## src/rtl/outerprodrc_ctrl_if.sv

```systemverilog
// Tile-in and result-out valid/ready handshakes of the outerprodrc sequencer.
// master = tile producer / result consumer, slave = the sequencer.
interface outerprodrc_ctrl_if #(
    parameter int HIDDEN      = 4,
    parameter int ROWNUM      = 4,
    parameter int COLNUM      = 4,
    parameter int BITWIDTH    = 8,
    parameter int OUTBITWIDTH = 16
);
    logic                                  iValid;
    logic                                  oReady;
    logic [HIDDEN*ROWNUM*BITWIDTH-1:0]     iData0;
    logic [HIDDEN*COLNUM*BITWIDTH-1:0]     iData1;
    logic                                  oValid;
    logic                                  iReady;
    logic [ROWNUM*COLNUM*OUTBITWIDTH-1:0]  oResult;

    modport master (
        output iValid, iData0, iData1, iReady,
        input  oReady, oValid, oResult
    );

    modport slave (
        input  iValid, iData0, iData1, iReady,
        output oReady, oValid, oResult
    );
endinterface

```

## src/rtl/outerprodrc_ctrl.sv

```systemverilog
// Tile sequencer for the outerprodrc array: skid-buffered tile intake,
// one clear + 2^BITWIDTH enable window per tile, registered sum capture.
module outerprodrc_ctrl #(
    parameter int HIDDEN      = 4,
    parameter int ROWNUM      = 4,
    parameter int COLNUM      = 4,
    parameter int BITWIDTH    = 8,
    parameter int OUTBITWIDTH = 16,
    parameter int SUMLAT      = 1
) (
    input  logic                                 iClk,
    input  logic                                 iRstN,
    outerprodrc_ctrl_if.slave                    bus,
    output logic                                 oEn,
    output logic                                 oClr,
    output logic [HIDDEN*ROWNUM*BITWIDTH-1:0]    oData0,
    output logic [HIDDEN*COLNUM*BITWIDTH-1:0]    oData1,
    input  logic [ROWNUM*COLNUM*OUTBITWIDTH-1:0] iSum
);
    localparam int D0W    = HIDDEN*ROWNUM*BITWIDTH;
    localparam int D1W    = HIDDEN*COLNUM*BITWIDTH;
    localparam int RW     = ROWNUM*COLNUM*OUTBITWIDTH;
    localparam int CYCLES = 2**BITWIDTH;
    localparam int CW     = BITWIDTH + 1;
    localparam int WW     = (SUMLAT > 1) ? $clog2(SUMLAT) : 1;

    localparam logic [CW-1:0] CLAST = CW'(CYCLES - 1);
    localparam logic [WW-1:0] WLAST = WW'(SUMLAT - 1);

    typedef enum logic [1:0] {
        S_IDLE,
        S_CLEAR,
        S_RUN,
        S_WAIT
    } state_e;

    state_e          state_q, state_d;
    logic [CW-1:0]   cnt_q, cnt_d;
    logic [WW-1:0]   wcnt_q, wcnt_d;
    logic            buf_full_q;
    logic [D0W-1:0]  buf0_q, act0_q;
    logic [D1W-1:0]  buf1_q, act1_q;
    logic            vld_q;
    logic [RW-1:0]   res_q;

    logic take, load, cap, at_cap;

    always_ff @(posedge iClk) begin
        if (!iRstN) begin
            state_q    <= S_IDLE;
            cnt_q      <= '0;
            wcnt_q     <= '0;
            buf_full_q <= 1'b0;
            buf0_q     <= '0;
            buf1_q     <= '0;
            act0_q     <= '0;
            act1_q     <= '0;
            vld_q      <= 1'b0;
            res_q      <= '0;
        end else begin
            state_q <= state_d;
            cnt_q   <= cnt_d;
            wcnt_q  <= wcnt_d;
            if (take) begin
                buf0_q     <= bus.iData0;
                buf1_q     <= bus.iData1;
                buf_full_q <= 1'b1;
            end else if (load) begin
                buf_full_q <= 1'b0;
            end
            if (load) begin
                act0_q <= buf0_q;
                act1_q <= buf1_q;
            end
            // A fresh capture wins over the consumer draining the old result
            if (cap) begin
                res_q <= iSum;
                vld_q <= 1'b1;
            end else if (bus.iReady) begin
                vld_q <= 1'b0;
            end
        end
    end

    always_comb begin
        state_d = state_q;
        cnt_d   = cnt_q;
        wcnt_d  = wcnt_q;
        unique case (state_q)
            S_IDLE: begin
                if (buf_full_q) state_d = S_CLEAR;
            end
            S_CLEAR: begin
                state_d = S_RUN;
                cnt_d   = '0;
            end
            S_RUN: begin
                if (cnt_q == CLAST) begin
                    state_d = S_WAIT;
                    wcnt_d  = '0;
                end else begin
                    cnt_d = cnt_q + CW'(1);
                end
            end
            S_WAIT: begin
                if (wcnt_q != WLAST) begin
                    wcnt_d = wcnt_q + WW'(1);
                end else if (!vld_q || bus.iReady) begin
                    state_d = buf_full_q ? S_CLEAR : S_IDLE;
                end
            end
            default: state_d = S_IDLE;
        endcase
    end

    always_comb begin
        oEn    = (state_q == S_RUN);
        oClr   = (state_q == S_CLEAR);
        at_cap = (state_q == S_WAIT) && (wcnt_q == WLAST);
        cap    = at_cap && (!vld_q || bus.iReady);
        load   = buf_full_q && ((state_q == S_IDLE) || cap);
        take   = bus.iValid && !buf_full_q;
    end

    assign bus.oReady  = ~buf_full_q;
    assign bus.oValid  = vld_q;
    assign bus.oResult = res_q;
    assign oData0      = act0_q;
    assign oData1      = act1_q;
endmodule

```

## src/flat_wrapper.sv

```systemverilog
// flat-port wrapper written by rule: the top's interface ports become plain ports
module outerprodrc_ctrl_flat 
#(
    parameter int HIDDEN      = 4,
    parameter int ROWNUM      = 4,
    parameter int COLNUM      = 4,
    parameter int BITWIDTH    = 8,
    parameter int OUTBITWIDTH = 16,
    parameter int SUMLAT      = 1
)
  (iClk, iRstN, oEn, oClr, oData0, oData1, iSum, bus_iValid, bus_iData0, bus_iData1, bus_iReady, bus_oReady, bus_oValid, bus_oResult);
  outerprodrc_ctrl_if #(.HIDDEN(HIDDEN), .ROWNUM(ROWNUM), .COLNUM(COLNUM), .BITWIDTH(BITWIDTH), .OUTBITWIDTH(OUTBITWIDTH)) bus_i ();
  input  logic iClk;
  input  logic iRstN;
  output logic oEn;
  output logic oClr;
  output logic [HIDDEN*ROWNUM*BITWIDTH-1:0] oData0;
  output logic [HIDDEN*COLNUM*BITWIDTH-1:0] oData1;
  input  logic [ROWNUM*COLNUM*OUTBITWIDTH-1:0] iSum;
  input wire logic [$bits(bus_i.iValid)-1:0] bus_iValid;
  input wire logic [$bits(bus_i.iData0)-1:0] bus_iData0;
  input wire logic [$bits(bus_i.iData1)-1:0] bus_iData1;
  input wire logic [$bits(bus_i.iReady)-1:0] bus_iReady;
  output wire logic [$bits(bus_i.oReady)-1:0] bus_oReady;
  output wire logic [$bits(bus_i.oValid)-1:0] bus_oValid;
  output wire logic [$bits(bus_i.oResult)-1:0] bus_oResult;
  assign bus_i.iValid = bus_iValid;
  assign bus_i.iData0 = bus_iData0;
  assign bus_i.iData1 = bus_iData1;
  assign bus_i.iReady = bus_iReady;
  assign bus_oReady = bus_i.oReady;
  assign bus_oValid = bus_i.oValid;
  assign bus_oResult = bus_i.oResult;
  outerprodrc_ctrl #(.HIDDEN(HIDDEN), .ROWNUM(ROWNUM), .COLNUM(COLNUM), .BITWIDTH(BITWIDTH), .OUTBITWIDTH(OUTBITWIDTH), .SUMLAT(SUMLAT)) u_core (.iClk(iClk), .iRstN(iRstN), .bus(bus_i), .oEn(oEn), .oClr(oClr), .oData0(oData0), .oData1(oData1), .iSum(iSum));
endmodule
```

## config.mk

```make
export PLATFORM = sky130hd
export DESIGN_NAME = outerprodrc_ctrl_flat
export DESIGN_NICKNAME = d
export VERILOG_FILES = /design/src/rtl/outerprodrc_ctrl_if.sv /design/src/rtl/outerprodrc_ctrl.sv /design/src/flat_wrapper.sv
export SDC_FILE = /design/constraint.sdc
export NUM_CORES = 2
export LEC_CHECK = 0
export CAP_MARGIN = 40
export CELL_PAD_IN_SITES_DETAIL_PLACEMENT = 1
export CELL_PAD_IN_SITES_GLOBAL_PLACEMENT = 1
export CORE_AREA = 2 2 403 405
export DETAILED_ROUTE_END_ITERATION = 7
export DIE_AREA = 0 0 405 407
export PLACE_DENSITY = 0.56
export REMOVE_ABC_BUFFERS = 1
export SYNTH_ARGS = -nofsm -noshare
export SYNTH_HDL_FRONTEND = slang
export SYNTH_SLANG_ARGS = --single-unit
export TNS_END_PERCENT = 30
```

## constraint.sdc

```tcl
create_clock -name iClk -period 2.5 [get_ports iClk]
set_clock_uncertainty 0.15 [all_clocks]
set_input_delay 0.5 -clock iClk [delete_from_list [all_inputs] [get_ports iClk]]
set_output_delay 0.5 -clock iClk [all_outputs]
set_load 0.01 [all_outputs]
```

* Yosys cells after proc, flatten, opt, wreduce, memory -nomap -nowiden *
Cells that the tools add are included.

word-level totals
  register bits = 782
  bits of input ports = 516
  logic and storage cells = 54
  output and inout bits = 516

operators by class
  $add $sub $neg = 2
  mux-type cells = 15
  bitwise gates (word level) = 2
  equal/unequal tests = 9
  reductions and logical operators = 16

operators with widths
  cell                                            count
  case mux 9 bit (2 select lines)                 1
  adder 9 x 1 -> 9 bit (second input constant)    1
  == test 9 x 8 -> 1 bit (second input constant)  1
  2-to-1 mux 9 bit                                1
  2-to-1 mux 2 bit                                4
  case mux 2 bit (4 select lines)                 1
  nonzero test 2 bit                              4
  2-to-1 mux 1 bit                                7
  != test 2 x 1 -> 1 bit (second input constant)  3
  == test 2 bit (second input constant)           2
  logical AND 1 bit                               4
  != test 2 bit (second input constant)           2
  AND reduction 2 bit                             2
  AND reduction 4 bit                             1
  == test 2 x 1 -> 1 bit (second input constant)  1
  zero test 1 bit                                 2
  zero test 2 bit                                 1
  logical OR 1 bit                                2
  inverter 1 bit                                  2
  case mux 1 bit (2 select lines)                 1
  adder 1 bit (second input constant)             1

* Logic depth before layout (Yosys ltp) *
  word-level depth = 7
  gate-level depth with buffers = 8
  gate-level depth less buffers = 7

* Worst setup path after synthesis *
No wires, ideal clock.

  path type = reg-to-reg
  start = register u_core.cnt_q[2]
  end = register u_core.state_q[0]
  arrival = 1,807 ps
  period minus slack after synthesis = 2,053 ps
  path buffers = 1
  setup time = 95 ps
  cell stages (with the launch flop) = 9
  setup slack = 447 ps
  required time = 2,255 ps
  cells stage by stage = dfxtp_1 > and4_1 > and4_1 > ha_1 > nor2b_1 > clkbuf_1 > a221oi_1 > o21ai_0 > a221oi_1

on the way
  word-level cells in the longest chain between the ends = 3

ends and longest elaborated chain
  what                                     line                    text
  start, declared                          outerprodrc_ctrl.sv:38  logic [CW-1:0] cnt_q, cnt_d;
  start signal, assigned                   outerprodrc_ctrl.sv:62  cnt_q <= cnt_d;
  == test 9 x 8 -> 1 bit                   outerprodrc_ctrl.sv:98  if (cnt_q == CLAST) begin
  != test 2 x 1 -> 1 bit (no source line)  n/a
  AND reduction 4 bit (no source line)     n/a
  end signal, assigned                     outerprodrc_ctrl.sv:61  state_q <= state_d;
  end, declared                            outerprodrc_ctrl.sv:37  state_e state_q, state_d;

No other way between the ends.
A chain may end at the register's enable or synchronous reset.

* Worst setup path in the final report *
  start = register u_core.res_q[240], in the netlist u_core.bus.oResult[240]
  end = output bus_oResult[240]

RTL lines
  what                    line                    text
  start, declared         outerprodrc_ctrl.sv:44  logic [RW-1:0] res_q;
  start signal, assigned  outerprodrc_ctrl.sv:77  res_q <= iSum;
  end, declared           flat_wrapper.sv:26      output wire logic [$bits(bus_i.oResult)-1:0] bus_oResult;

No word-level cell between the ends.

==> flow_metrics.py <==
metrics = {
    "sta": {
        "slew_viol_final": 0,
        "finalSetupTns_ps": 0,
        "fmaxAchievable_mhz": 418,
        "rsz0062_at_grt": "no",
        "timing.final.hold_violations": 0,
        "min_period_ps": 2390,
        "layout_setup_ws_ps": 109,
        "tightest_slew_ps": 642,
        "slew-limit-headroom_pct": 57.1,
        "fin_crit_sh_pct": 95.6,
        "setup_viol": 0,
    },
    "floorplan": {
        "die_h_microns": 407,
        "die-width_microns": 405,
        "start_util_pct": 17.7,
        "core_area_sq_um": 160000,
        "io_pins": 1032,
        "die_area_sq_um": 165000,
        "rows": 147,
    },
    "synth": {
        "synth-edff-count": 0,
        "postSynthCellCount": 3408,
        "yosysSeqAreaShare_pct": 55.3,
        "synth_top_area_share_pct": 55.3,
        "yosys_warnings": 0,
        "async_flop_share_pct": 0,
        "synth_top_area_cell": "dfxtp_1",
        "syn_area_per_cell_sq_um": 8.30,
        "syn-cell-area_sq_um": 28300,
        "synth_cell_type_count": 30,
        "synth_area_leaders": "dfxtp_1 (55%), nand2_1 (20%), mux2i_1 (9.1%)",
        "ys_ff_latch": 781,
        "synth-main-ff-cell": "dfxtp_1",
        "yosysMostFrequentCell": "nand2_1",
        "ys_top_cells_by_count": "nand2_1 (1,540), dfxtp_1 (781), a21oi_1 (465)",
    },
    "finish": {
        "stdcell_count": 6648,
        "nFillCells": 18700,
        "finalInstanceArea_sq_um": 44900,
        "drive_above_1_share_pct": 6.00,
        "utilization_pct": 28.0,
        "area_growth_pct": 58.8,
        "nNetsFinal": 4914,
    },
    "critical_path": {
        "critical_path.cell_chain": "clkdlybuf4s50_1",
        "path_class": "flip-flop to output pin",
        "max_stage_delay_ps": 620,
        "critPathSlowestCell": "clkdlybuf4s50_1",
        "arrival_ps": 1740,
        "required_ps": 1850,
        "worst-path-max-fanout": 2,
        "cp-start-kind": "flip-flop",
        "worst-path-buf-inv": 1,
        "end_kind": "output pin",
        "cpLargestDelayFamily": "buffers and inverters",
    },
    "cts": {
        "postCtsSetupRepairBufs": 0,
        "cts.htree.levels": 3,
        "path_clk_slew_ps": 60,
        "cts_resized": 14,
        "cts_buffer_depth": 3,
        "cts_sinks": 781,
        "cts_buffers": 95,
        "cts_tree": "yes",
        "cts_hold_buf": 0,
        "clockRootBuffer": "clkbuf_16",
        "clock_latency_ps": 700,
    },
    "route": {
        "via_per_inst": 4.04,
        "drt_pass1_iterations": 5,
        "drt-total-wl_microns": 136000,
        "drc": 0,
        "drt_iter0_markers": 1157,
        "post_drt_wl_per_cell_microns": 20.5,
        "ant_nets": 0,
        "vias": 26900,
    },
    "power": {
        "p_sw_share_pct": 28.2,
        "clkPwrFrac_pct": 41.3,
        "p_leak_nw": 15.5,
        "internal-power_mw": 25.1,
        "p_switching_mw": 9.86,
        "p_seq_share_pct": 39.6,
        "peakVddDrop_uv": 477,
        "p_comb_share_pct": 19.1,
        "power.density_nw_per_um2": 778,
    },
    "global_route": {
        "grt_first_pass_wirelength_microns": 193000,
        "grt_max_degree": 129,
        "grt_pass1_vias": 27700,
        "track_usage_pct": 15.9,
        "antenna_found_initial": 52,
        "grt_overflow_total": 0,
    },
    "place": {
        "hpwl_microns": 103000,
        "gp_congestion": 0.833,
        "dpl-instance-area_sq_um": 41600,
        "numPortBuffers": 1031,
        "placedCellCount": 6455,
        "pre_cts_ws_ps": 97.5,
    },
    "job": {
        "cap_violations": 0,
    },
    "hold_path": {
        "hold_class": "primary input to flip-flop",
    },
    "outcome": {
        "status": "finished, final reports clean",
    },
}
[cell type report]
cell class              instances  area [sq um]  share of cell area (%)
diodes                         21          52.6                   0.117
clock buffers                 149          2840                    6.32
clock inverters                23           403                   0.897
inverters                       5          26.3                  0.0585
multi-input cells            2364         11500                    25.5
flip-flops and latches        781         15600                    34.8
well taps                    2160          2700                    6.01
repair buffers               1145         11800                    26.3
[flip-flops by register name, indices dropped and copies added, names as in the netlist]
register / flops
u_core.buf0_q: 128
u_core.oData1: 128
u_core.oData0: 128
u_core.cnt_q: 9
u_core.buf_full_q: 1
u_core.bus.oResult: 256
u_core.buf1_q: 128
u_core.state_q: 2
u_core.bus.oValid: 1
[cell families after synthesis]
family,count (synthesis),share of synthesized area [%]
simple gates,1568,21.0
flops,781,55.3
compound gates,528,9.89
buf+inv,263,4.33
mux,258,9.13
fa+ha+maj,6,0.265
xor+xnor,4,0.124
[cell usage in the layout, fill, tap and decap left out, drive strengths merged, types with 3 or more instances in the layout]
cell type	count
nand2b	3
diode	21
buf	115
clkbuf	149
nor2b	7
o21ai	4
clkdlybuf4s50	1019
ha	6
nand2	1540
mux2i	257
dfxtp	781
a21oi	465
inv	7
bufinv	7
nor2	11
dlygate4sd2	10
xor2	4
a21boi	50
clkinv	12
[power by group through the flow]
| stage | combinational (mW) | sequential [mW] | clock, mW |
|---|---|---|---|
| CTS | 6.83 | 13.9 | 15.0 |
| global route | 7.25 | 14.0 | 15.5 |
| floorplan | 2.90 | 14.0 | 0 |
| detailed placement | 6.81 | 14.1 | 0 |
| global placement | 6.77 | 14.1 | 0 |
| finish | 6.67 | 13.8 | 14.4 |
[final timing paths]
kind,startpoint,endpoint,slack (ps),depth (start not counted)
setup / recovery,u_core.bus.oResult[240],bus_oResult[240],110,1
hold / removal,iRstN,u_core.buf0_q[0],160,3
setup reg to reg,u_core.cnt_q[0],u_core.cnt_q[6],250,7
hold reg to reg,u_core.buf0_q[29],u_core.oData0[29],300,2
[metrics by stage]
step,power (mW),hold WS (ps)
floorplan,16.9,287
CTS,35.7,90.4
detailed placement,20.9,297
finish,35.0,158
global placement,20.9,291
global route,36.7,143
[per-layer routing]
metal  GRT usage (%)  share of wire, %  wire, microns  vias up
li1                -                 -              -    12900
met1            17.7                39          53600    12900
met2            26.2                47          64400      849
met5               0              0.15            211        -
met3            7.27                10          13800      221
met4            6.44               3.1           4240       32
Note: power is estimated with default switching activity, not from simulation.
